## config.mk

```make
export PLATFORM = sky130hd
export DESIGN_NAME = regulator_trim_calibrator_flat
export DESIGN_NICKNAME = d
export VERILOG_FILES = /design/src/rtl/regulator_trim_calibrator_if.sv /design/src/rtl/regulator_trim_calibrator.sv /design/src/flat_wrapper.sv
export SDC_FILE = /design/constraint.sdc
export NUM_CORES = 1
export LEC_CHECK = 0
export ABC_AREA = 1
export CAP_MARGIN = 40
export CORE_MARGIN = 2
export CORE_UTILIZATION = 38
export CTS_CLUSTER_DIAMETER = 150
export DETAILED_ROUTE_END_ITERATION = 8
export SLEW_MARGIN = 20
export SYNTH_ARGS = -nofsm -noshare
export SYNTH_HDL_FRONTEND = slang
export SYNTH_SLANG_ARGS = --single-unit
```

## constraint.sdc

```tcl
create_clock -name clk -period 1.3 [get_ports clk]
set_clock_uncertainty 0.05 [all_clocks]
set_input_delay 0.195 -clock clk [delete_from_list [all_inputs] [get_ports clk]]
set_output_delay 0.195 -clock clk [all_outputs]
set_load 0.03 [all_outputs]
```

## src/rtl/regulator_trim_calibrator_if.sv

```systemverilog
// ---------------------------------------------------------------------------
// regulator_trim_calibrator_if
//
// Groups the control, comparator and result signals of the regulator trim
// calibrator into one bundle.
//
//   start      begin a calibration (sampled only while the engine is idle)
//   abort      cancel a calibration in progress
//   vout_high  comparator flag, 1 = vout above target, synchronous to clk
//   trim       signed trim code driven to the regulator
//   busy       engine is not idle
//   done       one-cycle pulse when a calibration completes
//   cal_valid  trim holds a completed calibration result
//   sat_hi     final code is the most positive trim
//   sat_lo     final code is the most negative trim
//
// Modports:
//   master  system / test side: drives start, abort, vout_high
//   slave   calibrator side: drives trim and the status flags
// ---------------------------------------------------------------------------
interface regulator_trim_calibrator_if #(
  parameter int TRIM_WIDTH = 4
);
  logic                         start;
  logic                         abort;
  logic                         vout_high;
  logic signed [TRIM_WIDTH-1:0] trim;
  logic                         busy;
  logic                         done;
  logic                         cal_valid;
  logic                         sat_hi;
  logic                         sat_lo;

  modport master (
    output start, abort, vout_high,
    input  trim, busy, done, cal_valid, sat_hi, sat_lo
  );

  modport slave (
    input  start, abort, vout_high,
    output trim, busy, done, cal_valid, sat_hi, sat_lo
  );
endinterface

```

## src/rtl/regulator_trim_calibrator.sv

```systemverilog
// ---------------------------------------------------------------------------
// regulator_trim_calibrator
//
// Closed-loop SAR trim engine for the regulator. Starting from mid-scale it
// tries each trim bit from MSB to LSB, waits SETTLE_CYCLES after every trim
// update, samples the comparator and keeps the bit when vout is not above
// target. The final code is the largest code for which vout_high = 0.
//
// Ports:
//   clk        system clock, rising edge
//   rst_n      asynchronous active-low reset
//   bus        regulator_trim_calibrator_if.slave (start/abort/vout_high in,
//              trim/busy/done/cal_valid/sat_hi/sat_lo out)
//   dbg_state  current FSM state (0 IDLE, 1 SETTLE, 2 SAMPLE)
//
// Parameters:
//   TRIM_WIDTH     width of the signed trim code
//   SETTLE_CYCLES  cycles spent in SETTLE after each trim update (>= 1)
//   RESET_TRIM     signed trim value driven out of reset
//
// Build option:
//   TRIM_CAL_MAJORITY_EN  when defined, SAMPLE lasts 3 cycles and each bit
//                         decision is the 2-of-3 majority of the comparator.
//
// Handshake: start is a level request with no ready; it is acted on only
// in IDLE (busy = 0) and ignored otherwise. abort has priority over start in
// IDLE (nothing happens) and, while busy, returns to IDLE on the next edge
// restoring the trim that was in place before the calibration began.
// ---------------------------------------------------------------------------
module regulator_trim_calibrator #(
  parameter int TRIM_WIDTH    = 4,
  parameter int SETTLE_CYCLES = 16,
  parameter int RESET_TRIM    = 0
) (
  input  logic                              clk,
  input  logic                              rst_n,
  regulator_trim_calibrator_if.slave        bus,
  output logic [1:0]                        dbg_state
);

  localparam int CNT_W = (SETTLE_CYCLES > 1) ? $clog2(SETTLE_CYCLES) : 1;
  localparam int BIT_W = (TRIM_WIDTH > 1) ? $clog2(TRIM_WIDTH) : 1;

  localparam logic [TRIM_WIDTH-1:0] ONE         = TRIM_WIDTH'(1);
  localparam logic [TRIM_WIDTH-1:0] OFFSET      = ONE << (TRIM_WIDTH - 1);
  localparam logic [TRIM_WIDTH-1:0] RESET_CODE  = TRIM_WIDTH'(RESET_TRIM);
  localparam logic [CNT_W-1:0]      SETTLE_LOAD = CNT_W'(SETTLE_CYCLES - 1);
  localparam logic [BIT_W-1:0]      TOP_BIT     = BIT_W'(TRIM_WIDTH - 1);

  typedef enum logic [1:0] {
    IDLE   = 2'd0,
    SETTLE = 2'd1,
    SAMPLE = 2'd2
  } state_t;

  state_t                state_q, state_d;
  logic [CNT_W-1:0]      cnt_q, cnt_d;
  logic [BIT_W-1:0]      bit_q, bit_d;
  // result holds only the bits already decided, in offset (unsigned) form
  logic [TRIM_WIDTH-1:0] result_q, result_d;
  logic [TRIM_WIDTH-1:0] restore_q, restore_d;
  // trim is kept as raw two's-complement bits
  logic [TRIM_WIDTH-1:0] trim_q, trim_d;
  logic                  done_q, done_d;
  logic                  valid_q, valid_d;
  logic                  sat_hi_q, sat_hi_d;
  logic                  sat_lo_q, sat_lo_d;

  logic [TRIM_WIDTH-1:0] mask;
  logic [TRIM_WIDTH-1:0] next_mask;
  logic [TRIM_WIDTH-1:0] decided;
  logic                  vote_high;

`ifdef TRIM_CAL_MAJORITY_EN
  // phase counts closing edges already spent in SAMPLE; the first two
  // comparator samples are stored, the third is used live in the vote.
  logic [1:0] phase_q, phase_d;
  logic [1:0] smp_q, smp_d;

  assign vote_high = (smp_q[0] & smp_q[1]) |
                     (smp_q[0] & bus.vout_high) |
                     (smp_q[1] & bus.vout_high);
`else
  assign vote_high = bus.vout_high;
`endif

  assign mask      = ONE << bit_q;
  assign next_mask = ONE << (bit_q - BIT_W'(1));
  // vout above target means the trial code is too high: drop the bit
  assign decided   = vote_high ? (result_q & ~mask) : (result_q | mask);

  always_comb begin
    state_d   = state_q;
    cnt_d     = cnt_q;
    bit_d     = bit_q;
    result_d  = result_q;
    restore_d = restore_q;
    trim_d    = trim_q;
    done_d    = 1'b0;
    valid_d   = valid_q;
    sat_hi_d  = sat_hi_q;
    sat_lo_d  = sat_lo_q;
`ifdef TRIM_CAL_MAJORITY_EN
    phase_d   = phase_q;
    smp_d     = smp_q;
`endif

    case (state_q)
      IDLE: begin
        if (bus.start && !bus.abort) begin
          restore_d = trim_q;
          result_d  = '0;
          bit_d     = TOP_BIT;
          // first trial is the MSB alone, which is offset code = trim 0
          trim_d    = OFFSET - OFFSET;
          valid_d   = 1'b0;
          sat_hi_d  = 1'b0;
          sat_lo_d  = 1'b0;
          cnt_d     = SETTLE_LOAD;
          state_d   = SETTLE;
        end
      end

      SETTLE: begin
        if (bus.abort) begin
          state_d  = IDLE;
          trim_d   = restore_q;
          valid_d  = 1'b0;
          sat_hi_d = 1'b0;
          sat_lo_d = 1'b0;
        end else if (cnt_q == '0) begin
          state_d = SAMPLE;
`ifdef TRIM_CAL_MAJORITY_EN
          phase_d = 2'd0;
`endif
        end else begin
          cnt_d = cnt_q - CNT_W'(1);
        end
      end

      SAMPLE: begin
        if (bus.abort) begin
          state_d  = IDLE;
          trim_d   = restore_q;
          valid_d  = 1'b0;
          sat_hi_d = 1'b0;
          sat_lo_d = 1'b0;
        end
`ifdef TRIM_CAL_MAJORITY_EN
        else if (phase_q != 2'd2) begin
          smp_d[phase_q[0]] = bus.vout_high;
          phase_d           = phase_q + 2'd1;
        end
`endif
        else begin
          result_d = decided;
          if (bit_q != '0) begin
            bit_d   = bit_q - BIT_W'(1);
            trim_d  = (decided | next_mask) - OFFSET;
            cnt_d   = SETTLE_LOAD;
            state_d = SETTLE;
          end else begin
            trim_d   = decided - OFFSET;
            done_d   = 1'b1;
            valid_d  = 1'b1;
            sat_hi_d = &decided;
            sat_lo_d = ~|decided;
            state_d  = IDLE;
          end
        end
      end

      default: begin
        state_d = IDLE;
      end
    endcase
  end

  always_ff @(posedge clk or negedge rst_n) begin
    if (!rst_n) begin
      state_q   <= IDLE;
      cnt_q     <= '0;
      bit_q     <= '0;
      result_q  <= '0;
      restore_q <= RESET_CODE;
      trim_q    <= RESET_CODE;
      done_q    <= 1'b0;
      valid_q   <= 1'b0;
      sat_hi_q  <= 1'b0;
      sat_lo_q  <= 1'b0;
`ifdef TRIM_CAL_MAJORITY_EN
      phase_q   <= 2'd0;
      smp_q     <= 2'd0;
`endif
    end else begin
      state_q   <= state_d;
      cnt_q     <= cnt_d;
      bit_q     <= bit_d;
      result_q  <= result_d;
      restore_q <= restore_d;
      trim_q    <= trim_d;
      done_q    <= done_d;
      valid_q   <= valid_d;
      sat_hi_q  <= sat_hi_d;
      sat_lo_q  <= sat_lo_d;
`ifdef TRIM_CAL_MAJORITY_EN
      phase_q   <= phase_d;
      smp_q     <= smp_d;
`endif
    end
  end

  assign bus.trim      = $signed(trim_q);
  assign bus.busy      = (state_q != IDLE);
  assign bus.done      = done_q;
  assign bus.cal_valid = valid_q;
  assign bus.sat_hi    = sat_hi_q;
  assign bus.sat_lo    = sat_lo_q;
  assign dbg_state     = state_q;

endmodule

```

## src/flat_wrapper.sv

```systemverilog
// flat-port wrapper written by rule: the top's interface ports become plain ports
module regulator_trim_calibrator_flat 
#(
  parameter int TRIM_WIDTH    = 4,
  parameter int SETTLE_CYCLES = 16,
  parameter int RESET_TRIM    = 0
)
  (clk, rst_n, dbg_state, bus_start, bus_abort, bus_vout_high, bus_trim, bus_busy, bus_done, bus_cal_valid, bus_sat_hi, bus_sat_lo);
  regulator_trim_calibrator_if #(.TRIM_WIDTH(TRIM_WIDTH)) bus_i ();
  input  logic clk;
  input  logic rst_n;
  output logic [1:0] dbg_state;
  input wire logic [$bits(bus_i.start)-1:0] bus_start;
  input wire logic [$bits(bus_i.abort)-1:0] bus_abort;
  input wire logic [$bits(bus_i.vout_high)-1:0] bus_vout_high;
  output wire logic [$bits(bus_i.trim)-1:0] bus_trim;
  output wire logic [$bits(bus_i.busy)-1:0] bus_busy;
  output wire logic [$bits(bus_i.done)-1:0] bus_done;
  output wire logic [$bits(bus_i.cal_valid)-1:0] bus_cal_valid;
  output wire logic [$bits(bus_i.sat_hi)-1:0] bus_sat_hi;
  output wire logic [$bits(bus_i.sat_lo)-1:0] bus_sat_lo;
  assign bus_i.start = bus_start;
  assign bus_i.abort = bus_abort;
  assign bus_i.vout_high = bus_vout_high;
  assign bus_trim = bus_i.trim;
  assign bus_busy = bus_i.busy;
  assign bus_done = bus_i.done;
  assign bus_cal_valid = bus_i.cal_valid;
  assign bus_sat_hi = bus_i.sat_hi;
  assign bus_sat_lo = bus_i.sat_lo;
  regulator_trim_calibrator #(.TRIM_WIDTH(TRIM_WIDTH), .SETTLE_CYCLES(SETTLE_CYCLES), .RESET_TRIM(RESET_TRIM)) u_core (.clk(clk), .rst_n(rst_n), .bus(bus_i), .dbg_state(dbg_state));
endmodule
```

==> impl_metrics.py <==
metrics = {
    "status": {
        "outcome": "complete, but fails checks",
        "violations": "setup timing",
    },
    "routing": {
        "drtIter0Drc": 61,
        "drc": 0,
        "vias": 1401,
        "routedWlPerCell_um": 13.4,
        "viasPerCell": 4.85,
        "antenna_left": 0,
        "wirelength_um": 3870,
        "dr.pass1.iters": 4,
    },
    "setup_path": {
        "worst_r2r_startpoint": "u_core.dbg_state[0]$_DFFE_PN0P_",
        "critical-path-max-stage-delay_ns": 0.45,
        "path_buf_inv": 5,
        "crit_arrival_ns": 1.65,
        "critPathRequiredTime_ns": 1.41,
        "r2r_slack_ns": -0.24,
        "worstSetupPathType": "flip-flop to flip-flop",
        "critPathSlowestCell": "dfrtp_2",
        "r2r_end": "u_core.dbg_state[1]$_DFFE_PN0P_",
        "r2r_cells": 9,
        "cp_cell_sequence": "buf_6, ha_4, inv_4, nor2_4, buf_4, buf_4, buf_4, nand3_2, o21ai_1",
        "critPathTopFamily": "buffers and inverters",
        "start_kind": "flip-flop",
        "crit_top_cell": "buf_4",
        "endpoint_kind": "flip-flop",
        "worstPathMaxFanout": 3,
    },
    "placed_design": {
        "io_buffer_count": 15,
        "routabilityCongestion": 0.859,
        "dp_cells": 272,
        "hpwlAfterDp_um": 2490,
    },
    "synth": {
        "ys_ff_latch": 24,
        "yosys_warnings": 0,
        "yosysSeqAreaShare": 0.411,
        "synth_nets": 203,
        "syn_area_um2": 1460,
        "yosysUniqueCellTypes": 22,
        "avgSynthCellArea_um2": 7.77,
        "syn-instance-count": 188,
    },
    "sta": {
        "max_slew_margin": 0.802,
        "holdWs_ns": 0.209,
        "hold_violations": 0,
        "setup_ws_ns": -0.236,
        "finalCritPeriodShare": 1.18,
        "rsz0062_at_grt": "yes",
        "fmax_mhz": 651,
        "min_period_ns": 1.54,
        "worst_pin_slew_ns": 0.298,
        "slew_violations": 0,
        "final-setup-viol-count": 23,
    },
    "floorplan": {
        "io_pins": 16,
        "start_util": 0.396,
        "die_width_um": 66.0,
        "die_h_um": 66.0,
        "die_area_um2": 4360,
        "num_rows": 22,
        "core-area_um2": 3690,
    },
    "global_routing": {
        "grt_usage": 0.185,
        "first_global_vias": 1421,
        "antenna_found_initial": 0,
        "grt_pass1_wl_um": 6220,
        "grt-ovfl-total": 0,
        "grt_max_degree": 25,
    },
    "power": {
        "switching_share": 0.443,
        "p_per_area_nw_per_um2": 2220,
        "peakVddDrop_uv": 1210,
        "pwr-share-clk": 0.133,
        "power.internal_mw": 2.78,
        "leakage_nw": 1.15,
        "combPwrFrac": 0.641,
        "seqPwrFrac": 0.225,
        "p_switching_mw": 2.21,
    },
    "worst_hold_path": {
        "hold_class": "primary input to async pin",
    },
    "finish": {
        "drive_gt1_frac": 0.456,
        "num_antenna_cells": 0,
        "stdcell_count": 289,
        "area.growth.synth_to_final_pct": 54.1,
        "final_util": 0.611,
        "fin_nets": 257,
    },
    "cts": {
        "tritoncts": "done",
        "htree_levels": 1,
        "cts_made_buffers": 3,
        "clock_latency_ns": 0.27,
        "root_buffer": "clkbuf_8",
        "clk_path_buf_depth": 2,
        "clk_pin_slew_worst_paths_ns": 0.09,
        "clock_sink_count": 24,
        "cts_hold_buffers": 0,
    },
    "flow_run": {
        "drv_cap": 0,
    },
}
==> power groups by stage <==
| stage | clock network (mW) | registers [mW] | logic (mW) |
|---|---|---|---|
| final | 0.666 | 1.13 | 3.20 |
| after detailed placement | 0 | 1.09 | 2.28 |
| after floorplan | 0 | 1.16 | 1.38 |
| after CTS | 0.676 | 1.08 | 2.70 |
| after global placement | 0 | 1.08 | 2.21 |
| after global routing | 0.712 | 1.15 | 3.50 |
==> cells in the final DEF (no fill, tap or decap), types with 2 or more instances in the layout <==
cell type,count
a21oi_1,3
buf_4,34
buf_6,5
clkbuf_8,3
clkdlybuf4s50_1,4
dfrtp_1,21
dfrtp_2,3
dlygate4sd2_1,4
ha_4,8
inv_1,13
inv_2,8
inv_4,5
mux2_2,3
nand2_1,57
nand2_2,11
nand2_4,7
nand3_1,3
nand3_2,5
nand3_4,2
nor2_1,8
nor2_4,5
o21ai_0,4
o21ai_1,9
o21ai_2,3
==> logic make-up after synthesis <==
logic type / Yosys count / synth area share
DFF: 24 / 0.411
AOI/OAI and AO/OA: 23 / 0.0865
muxes: 3 / 0.0231
adders and majority gates: 10 / 0.0856
and+or+nand+nor: 100 / 0.317
buffers and inverters: 28 / 0.0771
==> layer usage <==
metal	wire [µm]	vias up	GRT usage
met5	0	-	0
met1	1680	667	0.218
li1	-	698	-
met3	112	4	0.0392
met2	2050	32	0.333
met4	29	0	0.0561
==> flip-flops by register name, summed over array words and instances, names as in the netlist <==
signal / count
u_core.restore_q: 4
u_core.cnt_q: 4
u_core.result_q: 4
u_core.bit_q: 2
u_core.bus.sat_hi: 1
u_core.bus.cal_valid: 1
u_core.bus.sat_lo: 1
u_core.bus.done: 1
u_core.bus.trim: 4
u_core.dbg_state: 2
==> through the flow <==
stage	instance area (µm²)	worst slack, ns	TNS (ns)	power, mW
5_1_grt	2250	-0.284	-4.38	5.36
2_1_floorplan	1490	-0.157	-3.06	2.54
3_3_place_gp	1850	-0.261	-5.01	3.30
4_1_cts	2090	-0.189	-2.78	4.46
3_5_place_dp	1850	-0.279	-5.61	3.37
6_report	2250	-0.236	-2.76	4.99
==> worst max path at each step <==
stage / start / endpoint / slack, ns / cells past startpoint
global route: u_core.dbg_state[0]$_DFFE_PN0P_ / u_core.dbg_state[1]$_DFFE_PN0P_ / -0.28 / 9
CTS: u_core.dbg_state[1]$_DFFE_PN0P_ / bus_busy / -0.19 / 5
floorplan: u_core.dbg_state[1]$_DFFE_PN0P_ / u_core.bus.sat_lo$_DFFE_PN0P_ / -0.16 / 9
detailed placement: bus_abort / u_core.result_q[0]$_DFFE_PN0P_ / -0.28 / 7
global placement: bus_abort / u_core.bus.sat_lo$_DFFE_PN0P_ / -0.26 / 9
finish: u_core.dbg_state[0]$_DFFE_PN0P_ / u_core.dbg_state[1]$_DFFE_PN0P_ / -0.24 / 9
==> cell type report <==
| cell class | count | area [µm²] |
|---|---|---|
| clock inverters | 1 | 30.0 |
| multi-input cells | 137 | 981 |
| inverters | 27 | 119 |
| fillers | 331 | 1440 |
| repair buffers | 49 | 417 |
| clock buffers | 3 | 41.3 |
| well taps | 48 | 60.1 |
| flip-flops and latches | 24 | 604 |
==> synth_stat cells <==
library cell / count / area (µm²)
nand2_4: 3 / 33.8
nand3_1: 9 / 45.0
buf_6: 1 / 11.3
nand4_1: 1 / 6.26
o21ai_0: 13 / 65.1
o211ai_1: 1 / 7.51
nor2_4: 3 / 33.8
nand3_4: 1 / 17.5
inv_2: 3 / 11.3
inv_1: 24 / 90.1
ha_1: 10 / 125
o21ai_1: 3 / 15.0
nand2_2: 3 / 18.8
nand2_1: 68 / 255
o21ai_2: 1 / 8.76
nor2_2: 2 / 12.5
mux2_2: 3 / 33.8
nor2_1: 9 / 33.8
o21a_1: 2 / 15.0
or2_2: 1 / 6.26
a21oi_1: 3 / 15.0
dfrtp_1: 24 / 601
==> what timing repair did <==
action | CTS | global route
setup endpoints to repair | 30 | 26
cloned | 1 | 0
pin swaps | 7 | 16
buffers inserted | 8 | 5
gates resized for setup | 38 | 38
Note: power is estimated with default switching activity, not from simulation.
